[src/rtl/sb_pkg.sv]
`default_nettype none
// ============================================================================
// Module  : sb_pkg
// Purpose : Shared definitions for the scoreboard instruction queue:
//           opcode constants, functional-unit codes, the opcode -> FU
//           decode function and the issue-FSM state encoding.
// Ports   : none (package)
// Revision: 1.0  initial release
// ============================================================================
package sb_pkg;

   // Opcodes that route to a non-ALU functional unit
   localparam logic [2:0] OP_MUL = 3'd5;
   localparam logic [2:0] OP_DIV = 3'd6;

   // Functional-unit type codes (code 1 is reserved)
   localparam logic [1:0] FU_ALU = 2'd0;
   localparam logic [1:0] FU_MUL = 2'd2;
   localparam logic [1:0] FU_DIV = 2'd3;

   // Issue-side state: PRESENT offers the head, HOLD keeps the accepted
   // fields on the bus for the one cycle in which the scoreboard samples them.
   typedef enum logic [0:0] {
      IQ_PRESENT = 1'b0,
      IQ_HOLD    = 1'b1
   } iq_state_e;

   function automatic logic [1:0] op_to_fu(input logic [2:0] op);
      logic [1:0] fu;
      fu = FU_ALU;
      if (op == OP_MUL) begin
         fu = FU_MUL;
      end else if (op == OP_DIV) begin
         fu = FU_DIV;
      end
      return fu;
   endfunction

endpackage
`default_nettype wire

[src/rtl/sb_iq_fifo.sv]
`default_nettype none
// ============================================================================
// Module  : sb_iq_fifo
// Purpose : Storage array, read/write pointers and occupancy count for the
//           instruction queue, with synchronous flush. Besides the full flag
//           it exports a look-ahead view (head word and empty flag as they
//           will be after the current edge) so the top can register its
//           outputs without adding a cycle of latency.
// Ports   : clk, rst_n        clock / async active-low reset
//           flush             clear pointers and count, drop same-cycle push
//           push, wdata       write request and data (ignored when full)
//           pop               remove the head entry (ignored when empty)
//           head_nxt          head word after this edge
//           empty_nxt         queue empty after this edge
//           full              queue holds DEPTH entries (registered count)
//           count             current occupancy
// Revision: 1.0  initial release
// ============================================================================
module sb_iq_fifo #(
   parameter int DEPTH    = 8,
   parameter int PTR_BITS = 3,
   parameter int WIDTH    = 20
) (
   input  logic                clk,
   input  logic                rst_n,
   input  logic                flush,
   input  logic                push,
   input  logic [WIDTH-1:0]    wdata,
   input  logic                pop,
   output logic [WIDTH-1:0]    head_nxt,
   output logic                empty_nxt,
   output logic                full,
   output logic [PTR_BITS:0]   count
);

   localparam logic [PTR_BITS:0] C_DEPTH = (PTR_BITS+1)'(DEPTH);

   logic [WIDTH-1:0]    r_mem [DEPTH];
   logic [PTR_BITS-1:0] r_wr_ptr;
   logic [PTR_BITS-1:0] r_rd_ptr;
   logic [PTR_BITS:0]   r_count;

   logic                w_push;
   logic                w_pop;
   logic [PTR_BITS-1:0] w_wr_ptr_nxt;
   logic [PTR_BITS-1:0] w_rd_ptr_nxt;
   logic [PTR_BITS:0]   w_count_pop;
   logic [PTR_BITS:0]   w_count_nxt;

   assign full  = (r_count == C_DEPTH);
   assign count = r_count;

   // Full blocks a push even when a pop frees a slot in the same cycle.
   assign w_push = push && !full && !flush;
   assign w_pop  = pop && (r_count != '0);

   assign w_count_pop  = r_count - (PTR_BITS+1)'(w_pop);
   assign w_count_nxt  = flush ? '0 : (w_count_pop + (PTR_BITS+1)'(w_push));
   assign w_wr_ptr_nxt = flush ? '0 : (r_wr_ptr + PTR_BITS'(w_push));
   assign w_rd_ptr_nxt = flush ? '0 : (r_rd_ptr + PTR_BITS'(w_pop));

   assign empty_nxt = (w_count_nxt == '0);

   // When nothing remains after the pop, the incoming word becomes the head.
   assign head_nxt = (w_push && (w_count_pop == '0)) ? wdata : r_mem[w_rd_ptr_nxt];

   always_ff @(posedge clk or negedge rst_n) begin
      if (!rst_n) begin
         r_wr_ptr <= '0;
         r_rd_ptr <= '0;
         r_count  <= '0;
      end else begin
         r_wr_ptr <= w_wr_ptr_nxt;
         r_rd_ptr <= w_rd_ptr_nxt;
         r_count  <= w_count_nxt;
      end
   end

   // Storage carries no reset; entries are only read once written.
   always_ff @(posedge clk) begin
      if (w_push) begin
         r_mem[r_wr_ptr] <= wdata;
      end
   end

endmodule
`default_nettype wire

[src/rtl/sb_inst_queue.sv]
`default_nettype none
// ============================================================================
// Module  : sb_inst_queue
// Purpose : In-order instruction queue feeding the scoreboard. Decodes the
//           FU type at push, offers one instruction at a time, honours the
//           scoreboard stall, holds the accepted fields for one extra cycle
//           and supports flush.
// Ports   : clk, rst_n                   clock / async active-low reset
//           flush                        discard queued, unaccepted entries
//           in_valid/in_ready            fetch handshake (in_ready = !full)
//           in_op, in_fi/fj/fk           incoming opcode and registers
//           inst_valid                   head offered to scoreboard
//           inst_op, inst_fi/fj/fk       offered opcode and registers
//           inst_fu_type                 0=ALU 2=MUL 3=DIV
//           stall                        scoreboard cannot issue
//           count                        occupancy (held entry excluded)
//           perf_stall_cyc, perf_issued  only with SB_IQ_PERF_CNT_EN
// Config  : `define SB_IQ_PERF_CNT_EN adds saturating 32-bit counters of
//           stalled-offer cycles and accepted instructions.
// Revision: 1.0  initial release
// ============================================================================
module sb_inst_queue
   import sb_pkg::*;
#(
   parameter int DEPTH    = 8,
   parameter int PTR_BITS = 3,
   parameter int REG_BITS = 5
) (
   input  logic                clk,
   input  logic                rst_n,
   input  logic                flush,
   input  logic                in_valid,
   output logic                in_ready,
   input  logic [2:0]          in_op,
   input  logic [REG_BITS-1:0] in_fi,
   input  logic [REG_BITS-1:0] in_fj,
   input  logic [REG_BITS-1:0] in_fk,
   output logic                inst_valid,
   output logic [2:0]          inst_op,
   output logic [REG_BITS-1:0] inst_fi,
   output logic [REG_BITS-1:0] inst_fj,
   output logic [REG_BITS-1:0] inst_fk,
   output logic [1:0]          inst_fu_type,
   input  logic                stall,
   output logic [PTR_BITS:0]   count
`ifdef SB_IQ_PERF_CNT_EN
   ,
   output logic [31:0]         perf_stall_cyc,
   output logic [31:0]         perf_issued
`endif
);

   // Queue word: {fu_type, op, fi, fj, fk}
   localparam int C_WIDTH = 5 + 3*REG_BITS;

   logic [C_WIDTH-1:0]  w_wdata;
   logic [C_WIDTH-1:0]  w_head_nxt;
   logic                w_empty_nxt;
   logic                w_full;
   logic                w_accept;
   logic [1:0]          w_head_fu;
   logic [2:0]          w_head_op;
   logic [REG_BITS-1:0] w_head_fi;
   logic [REG_BITS-1:0] w_head_fj;
   logic [REG_BITS-1:0] w_head_fk;

   iq_state_e           r_state;
   logic                r_inst_valid;
   logic [2:0]          r_inst_op;
   logic [REG_BITS-1:0] r_inst_fi;
   logic [REG_BITS-1:0] r_inst_fj;
   logic [REG_BITS-1:0] r_inst_fk;
   logic [1:0]          r_inst_fu;

   assign w_wdata = {op_to_fu(in_op), in_op, in_fi, in_fj, in_fk};
   assign {w_head_fu, w_head_op, w_head_fi, w_head_fj, w_head_fk} = w_head_nxt;

   // inst_valid is only ever set in PRESENT, so this is the accept condition.
   assign w_accept = r_inst_valid && !stall;

   sb_iq_fifo #(
      .DEPTH    (DEPTH),
      .PTR_BITS (PTR_BITS),
      .WIDTH    (C_WIDTH)
   ) u_fifo (
      .clk       (clk),
      .rst_n     (rst_n),
      .flush     (flush),
      .push      (in_valid),
      .wdata     (w_wdata),
      .pop       (w_accept),
      .head_nxt  (w_head_nxt),
      .empty_nxt (w_empty_nxt),
      .full      (w_full),
      .count     (count)
   );

   assign in_ready = !w_full;

   // Issue FSM with registered outputs. Outputs are loaded from the FIFO
   // look-ahead so a push into an empty queue is visible the next cycle.
   // When the queue will be empty the fields keep their last value.
   always_ff @(posedge clk or negedge rst_n) begin
      if (!rst_n) begin
         r_state      <= IQ_PRESENT;
         r_inst_valid <= 1'b0;
         r_inst_op    <= '0;
         r_inst_fi    <= '0;
         r_inst_fj    <= '0;
         r_inst_fk    <= '0;
         r_inst_fu    <= '0;
      end else begin
         case (r_state)
            IQ_PRESENT: begin
               if (w_accept) begin
                  // Accepted fields stay on the bus through HOLD.
                  r_state      <= IQ_HOLD;
                  r_inst_valid <= 1'b0;
               end else begin
                  r_inst_valid <= !w_empty_nxt;
                  if (!w_empty_nxt) begin
                     r_inst_op <= w_head_op;
                     r_inst_fi <= w_head_fi;
                     r_inst_fj <= w_head_fj;
                     r_inst_fk <= w_head_fk;
                     r_inst_fu <= w_head_fu;
                  end
               end
            end
            IQ_HOLD: begin
               r_state      <= IQ_PRESENT;
               r_inst_valid <= !w_empty_nxt;
               if (!w_empty_nxt) begin
                  r_inst_op <= w_head_op;
                  r_inst_fi <= w_head_fi;
                  r_inst_fj <= w_head_fj;
                  r_inst_fk <= w_head_fk;
                  r_inst_fu <= w_head_fu;
               end
            end
            default: begin
               r_state      <= IQ_PRESENT;
               r_inst_valid <= 1'b0;
            end
         endcase
      end
   end

   assign inst_valid   = r_inst_valid;
   assign inst_op      = r_inst_op;
   assign inst_fi      = r_inst_fi;
   assign inst_fj      = r_inst_fj;
   assign inst_fk      = r_inst_fk;
   assign inst_fu_type = r_inst_fu;

`ifdef SB_IQ_PERF_CNT_EN
   logic [31:0] r_perf_stall_cyc;
   logic [31:0] r_perf_issued;

   // Saturating counters; flush does not touch them.
   always_ff @(posedge clk or negedge rst_n) begin
      if (!rst_n) begin
         r_perf_stall_cyc <= '0;
         r_perf_issued    <= '0;
      end else begin
         if (r_inst_valid && stall && (r_perf_stall_cyc != 32'hFFFF_FFFF)) begin
            r_perf_stall_cyc <= r_perf_stall_cyc + 32'd1;
         end
         if (w_accept && (r_perf_issued != 32'hFFFF_FFFF)) begin
            r_perf_issued <= r_perf_issued + 32'd1;
         end
      end
   end

   assign perf_stall_cyc = r_perf_stall_cyc;
   assign perf_issued    = r_perf_issued;
`endif

endmodule
`default_nettype wire
[config.mk]
export PLATFORM = sky130hd
export DESIGN_NAME = sb_inst_queue
export DESIGN_NICKNAME = d
export VERILOG_FILES = /design/src/rtl/sb_pkg.sv /design/src/rtl/sb_iq_fifo.sv /design/src/rtl/sb_inst_queue.sv
export SDC_FILE = /design/constraint.sdc
export NUM_CORES = 1
export LEC_CHECK = 0
export CAP_MARGIN = 20
export CORE_ASPECT_RATIO = 1.1
export CORE_UTILIZATION = 45
export DETAILED_ROUTE_END_ITERATION = 16
export PLACE_DENSITY = 0.7
export SLEW_MARGIN = 20
export SYNTH_ARGS = -nofsm -noshare
export SYNTH_HDL_FRONTEND = slang
export SYNTH_SLANG_ARGS = --single-unit
[constraint.sdc]
create_clock -name clk -period 3.9 [get_ports clk]
set_input_delay 0.39 -clock clk [delete_from_list [all_inputs] [get_ports clk]]
set_output_delay 0.39 -clock clk [all_outputs]
set_load 0.02 [all_outputs]
==> results of run 1 <==
## critical path, delay by kind of cell (launching register included)
family,cells,cell delay (ps)
AOI/OAI and AO/OA,2,600
buffers and inverters,1,400
xor gates and xnor gates,2,510
adders and majority gates,2,420
DFF,1,470
muxes,1,390
and+or+nand+nor,2,220
## power breakdown
| part | leakage, nW | internal [mW] | total [mW] | switching, mW |
|---|---|---|---|---|
| logic | 1.15 | 0.567 | 1.20 | 0.631 |
| registers | 1.84 | 2.37 | 2.47 | 0.0990 |
| clock network | 0.287 | 1.02 | 1.72 | 0.705 |
| total | 3.27 | 3.96 | 5.39 | 1.43 |
## per-layer routing
| metal | routed length [microns] | share of wire, % | up-vias | global-route usage [%] |
|---|---|---|---|---|
| met4 | 426 | 2.3 | 0 | 8.94 |
| met3 | 1010 | 5.5 | 30 | 3.82 |
| met1 | 7800 | 42 | 2497 | 25.6 |
| met5 | 0 | 0 | - | 0 |
| li1 | - | - | 2259 | - |
| met2 | 9200 | 50 | 178 | 34.5 |
## final timing paths
path | endpoint | slack, ps | depth (start not counted) | startpoint
max in group asynchronous | inst_fk[2] | 3310 | 1 | rst_n
hold / removal | inst_fj[0] | 60 | 1 | rst_n
min in group clk | r_state | 440 | 1 | r_state
hold reg to reg | r_state | 440 | 1 | r_state
setup / recovery | inst_fj[2] | 780 | 10 | u_fifo.count[2]
setup reg to reg | inst_fj[2] | 780 | 10 | u_fifo.count[2]
## cell families (layout without fill, tap and decap cells)
| family | after synthesis | after routing | synth area share (%) |
|---|---|---|---|
| AOI/OAI and AO/OA | 102 | 102 | 10.2 |
| buffers and inverters | 53 | 111 | 2.79 |
| DFF | 192 | 192 | 67.6 |
| muxes | 60 | 60 | 7.52 |
| xor gates and xnor gates | 7 | 7 | 0.829 |
| adders and majority gates | 8 | 8 | 1.21 |
| and+or+nand+nor | 132 | 132 | 9.92 |
## area by class of cell
cell class                      count  area, sq um  share of cell area (%)
Multi-Input combinational cell    309         2520                    26.0
Tap cell                          238          298                    3.07
Sequential cell                   192         5610                    57.8
Clock inverter                     12          143                    1.47
Clock buffer                       20          447                    4.61
Timing Repair Buffer               69          641                    6.61
Inverter                           10         37.5                   0.387
## synth_stat cells, types with 10 or more instances
| cell | number | share of area [%] |
|---|---|---|
| dfrtp_1 | 32 | 9.7 |
| nand3b_1 | 20 | 1.8 |
| o311ai_0 | 17 | 1.8 |
| o211ai_1 | 17 | 1.5 |
| edfxtp_1 | 160 | 58 |
| inv_1 | 10 | 0.45 |
| and3b_1 | 19 | 2.0 |
| o31a_1 | 19 | 2.0 |
| clkbuf_1 | 23 | 1.0 |
| buf_2 | 16 | 0.97 |
| mux2i_1 | 41 | 4.9 |
| a2111oi_0 | 23 | 2.4 |
| nand2_1 | 21 | 0.95 |
| mux2_2 | 18 | 2.4 |
| a211oi_1 | 23 | 2.1 |
| nor2b_1 | 42 | 3.2 |
| nor2_1 | 13 | 0.59 |
## cell usage in the layout (no fill, tap or decap), types with 17 or more instances in the layout
cell             netlist  routed
buf_4                  3      20
mux2_2                18      18
a2111oi_0             23      23
mux2i_1               41      41
o311ai_0              17      17
o31a_1                19      19
o211ai_1              17      17
clkdlybuf4s50_1        0      46
edfxtp_1             160     160
and3b_1               19      19
dfrtp_1               32      32
clkbuf_16              0      17
nand3b_1              20      20
a211oi_1              23      23
nor2b_1               42      42
nand2_1               21      21
## registers in the layout, indices dropped and copies added, names as in the netlist
signal,count
inst_op,3
u_fifo.r_wr_ptr,3
inst_fu_type,2
inst_fi,5
u_fifo.count,4
inst_valid,1
inst_fk,5
u_fifo.r_rd_ptr,3
u_fifo.r_mem,160
r_state,1
inst_fj,5
## stage by stage
stage / std cells / hold slack, ps / util (%)
after floorplan: 554 / 94.4 / -
after global placement: 818 / 441 / 51.0
after detailed placement: 818 / 433 / 51.0
after CTS: 850 / 81.2 / 54.3
after global routing: 850 / 124 / 54.3
final: 850 / 63.1 / 54.3
==> summary.md, run 1 <==
| Metric | Value |
|---|---|
| Status | completed |
| Pwr Total | 5.39 mW |
| Library cells used by synthesis | 36 |
| Layout area overhead | 16.8% |
| Root buffer cell | clkbuf_16 |
| RSZ-0062 raised after global routing | no |
| Initial Utilization | 46.4% |
| PortBufs | 48 |
| Critical path fanouts, max | 21 |
| Initial antenna violation count | 0 |
| Clk_skew | 7.03 ps |
| Cell leakage power | 3.27 nW |
| Horiz. Die Dim | 131 microns |
| RD Place Congestion | 0.738 |
| Core Box Area | 17900 sq um |
| TritonCTS clock tree | built |
| Crit end category | flop |
| Ys Warns | 0 |
| Post-DP HPWL | 9970 microns |
| Max IR drop VDD | 0.392 mV |
| Die H | 144 microns |
| Hold Path Class | in -> async |
| Syn Inst Count | 554 |
| Cts hold-fix bufs | 0 |
| Layout cells sized above 1 | 13.9% |
| Seq/Total Area, Yosys | 67.6% |
| DRC | 0 |
| Clk_lat worst skew | 430 ps |
| Die area | 19000 sq um |
| Relative slew slack | 44.2% |
| Worst Path Required | 4210 ps |
| IO Pins | 49 |
| GRT Total Usage | 20.3% |
| Initial DRC Count | 467 |
| Pin count of the biggest net entering global routing | 71 |
| CP peak stage delay | 470 ps |
| Worst-path cell chain | nor3_1 -> a21oi_1 -> ha_1 -> ha_1 -> xor2_1 -> nand3_1 -> xnor2_1 -> a311oi_4 -> buf_4 -> mux2_2 |
| Pre-CTS WS | 385 ps |
| Clk buf depth | 2 |
| Crit path arrival time | 3430 ps |
| Drt wl/cell | 21.7 microns |
| Final Cycle Share | 80.0% |
| Top FF cell, synth | edfxtp_1 |
| Async SR Flop Fraction | 16.7% |
| Power Dens Cells | 556 nW/um^2 |
| Final WS setup | 778 ps |
| Clk slew on worst S/H paths | 70 ps |
| Setup violators final | 0 |
| Total vias in the final route | 4964 |
| Slowest stage cell, crit path | dfrtp_1 |
| Worst-Margin Slew | 837 ps |
| Drt pass-1 iters | 4 |
| Mapped Area | 8300 sq um |
| Post-route cell area | 9690 sq um |
| FILL cells | 1434 |
| Kind of critical path | reg -> reg |
| Fmax | 320 MHz |
| Clk sinks | 192 |
| Setup TNS | 0 ps |
| Hold Vio Cnt, Final | 0 |
| CTS resizes | 0 |
| Synth Net Count | 585 |
| Number of register bits inferred by synthesis | 192 |
| Fin. max-slew vios | 0 |
| Tmin final | 3120 ps |
| Syn Area/Cell | 15.0 sq um |
| Post-DP Area | 9100 sq um |
| Total CTS buffers | 17 |
| Crit start category | flop |
| Vias in the first global route | 5071 |
| Post-route ant nets | 0 |
| Routed wire length | 18400 microns |
| Via-to-Cell Ratio | 5.84 |
| Post-synth EDFFs | 160 |
| Most frequent CP cell | ha_1 |
| Antenna cell count | 0 |
| First-pass GRT wire length | 28400 microns |
| Site Rows | 51 |
| Remaining global-route overflow | 0 |
| Fin nets | 630 |
| Max Cap Violations | 0 |
| H-Tree Depth | 4 |
| Setup bufs post-CTS | 0 |
Note: power is estimated with default switching activity, not from simulation.
==> run 2, diff against run 1 <==
- clock period: 3.9 -> 3.03 ns (I/O delays scaled with it)
==> summary.md, run 2 (synthesis gave the netlist of run 1 again) <==
| Metric | Value |
|---|---|
| Drt wl/cell | 22.0 microns (+1.3%) |
| Pwr Total | 7.06 mW (+31%) |
| Critical path fanouts, max | 12 (-43%) |
| Horiz. Die Dim | 131 microns (unchanged) |
| Net switching power | 1.90 mW (+32%) |
| IO Pins | 49 (unchanged) |
| Layout area overhead | 20.0% |
| Initial antenna violation count | 0 (unchanged) |
| Final Cycle Share | 96.1% (+16 points) |
| Cell leakage power | 3.40 nW (+3.9%) |
| Met1 Routed Length | 7890 microns (+1.2%) |
| Clk sinks | 192 (unchanged) |
| Power share of the clock group | 31.3% (-0.6 points) |
| Placed cell count | 837 (+2.3%) |
| Fin. max-slew vios | 0 (unchanged) |
| Commonest non-fill, non-tap cells in the layout | edfxtp_1, clkdlybuf4s50_1, nor2b_1 |
| Vias in the first global route | 5315 (+4.8%) |
| DRC | 0 (unchanged) |
| Final WS setup | 117 ps (-661 ps) |
| Crit path arrival time | 3230 ps (-200 ps) |
| Remaining global-route overflow | 0 (unchanged) |
| Part of the power in registers | 44.9% (-0.9 points) |
| Total vias in the final route | 5105 (+2.8%) |
| Clk buf depth | 2 (unchanged) |
| Drt pass-1 iters | 5 (+1) |
| Non-filler instance count after layout | 869 (+2.2%) |
| RD Place Congestion | 0.798 (+8.1%) |
| Relative slew slack | 39.9% (-4.3 points) |
| Power Dens Cells | 709 nW/um^2 (+27%) |
| Die H | 144 microns (unchanged) |
| Root buffer cell | clkbuf_16 |
| Switch share | 26.9% (+0.29 points) |
| Pre-CTS WS | -319 ps (-704 ps) |
| Layout cells sized above 1 | 16.2% (+2.3 points) |
| Post-route ant nets | 0 (unchanged) |
| Hold Path Class | in -> async |
| Commonest non-fill, non-tap cell in the layout | edfxtp_1 |
| Tmin final | 2910 ps (-209 ps) |
| Worst Path Required | 3350 ps (-860 ps) |
| Clk_lat worst skew | 430 ps (about the same) |
| Max reg flops | 160 (unchanged) |
| Initial DRC Count | 537 (+15%) |
| Pin count of the biggest net entering global routing | 71 (unchanged) |
| Clk slew on worst S/H paths | 70 ps (about the same) |
| GRT Total Usage | 21.1% (+0.77 points) |
| Core Box Area | 17900 sq um (unchanged) |
| Kind of critical path | reg -> reg |
| Antenna cell count | 0 (unchanged) |
| Utilization after layout | 55.7% (+1.5 points) |
| Site Rows | 51 (unchanged) |
| Fin nets | 649 (+3.0%) |
| Clk_skew | 6.61 ps (-0.418 ps) |
| Metal2 WL | 9430 microns (+2.5%) |
| PortBufs | 48 (unchanged) |
| CTS resizes | 0 (unchanged) |
| Comb pwr share | 23.8% (+1.6 points) |
| Total CTS buffers | 17 (unchanged) |
| Die area | 19000 sq um (unchanged) |
| Setup violators final | 0 (unchanged) |
| H-Tree Depth | 4 (unchanged) |
| Hold Vio Cnt, Final | 0 (unchanged) |
| Fmax | 343 MHz (+7.2%) |
| Crit start category | flop |
| Met3 Wirelength | 1160 microns (+14%) |
| First-pass GRT wire length | 29700 microns (+4.4%) |
| Cts hold-fix bufs | 0 (unchanged) |
| Setup bufs post-CTS | 0 (unchanged) |
| Post-DP HPWL | 10800 microns (+8.4%) |
| TritonCTS clock tree | built |
| Top routing layer used | met4 |
| Crit end category | flop |
| Initial Utilization | 46.4% (unchanged) |
| Via-to-Cell Ratio | 5.87 (+0.59%) |
| Max Cap Violations | 0 (unchanged) |
| Largest register by flop count | u_fifo.r_mem |
| Status | completed |
| Max IR drop VDD | 0.467 mV (+19%) |
| Routed wire length | 19100 microns (+3.6%) |
| Worst-Margin Slew | 902 ps (+64.8 ps) |
| Pint | 5.16 mW (+30%) |
-- run 2: final timing paths --
kind,start,end,slack [ps],cells past startpoint
setup / recovery,u_fifo.count[0],inst_op[1],120,11
setup reg to reg,u_fifo.count[0],inst_op[1],120,11
hold / removal,rst_n,u_fifo.count[2],4,1
max in group asynchronous,rst_n,inst_fk[0],2470,1
min in group clk,r_state,r_state,450,1
hold reg to reg,r_state,r_state,450,1
-- run 2: stage by stage --
step	hold WS [ps]	TNS [ps]	cell area (sq um)
6_report	4.33	0	9960
5_1_grt	46.7	-64.6	9960
4_1_cts	16.4	0	9950
3_5_place_dp	445	-4030	9370
3_3_place_gp	442	-1870	9370
2_1_floorplan	7.41	0	8300
-- run 2: final cells by class --
type	count	area, sq um
tap	238	298
sequential	192	5610
clock buffer	20	437
clock inverter	12	143
inverter	10	37.5
fill	1403	7910
timing repair buffer	88	908
multi-input combinational	309	2530
-- run 2: critical path: stages (launching register included) --
cell and delay [ps]:
dfrtp_1 410, nor3_1 240, a21oi_2 130, ha_4 170
ha_1 220, xnor2_2 160, buf_12 160, buf_12 140
a2111oi_1 520, a211oi_1 100, o31a_1 290, mux2_2 260
-- run 2: layer usage --
metal / vias up / track usage [%]
li1: 2298 / -
met1: 2577 / 26.4
met2: 189 / 35.5
met3: 41 / 3.08
met4: 0 / 11.9
met5: - / 0
-- run 2: power groups by stage --
stage / combinational [mW] / clock [mW] / sequential (mW)
final: 1.68 / 2.21 / 3.17
after global routing: 1.79 / 2.33 / 3.18
after CTS: 1.69 / 2.24 / 3.17
after detailed placement: 1.68 / 0 / 3.22
after global placement: 1.63 / 0 / 3.21
after floorplan: 0.764 / 0 / 3.38
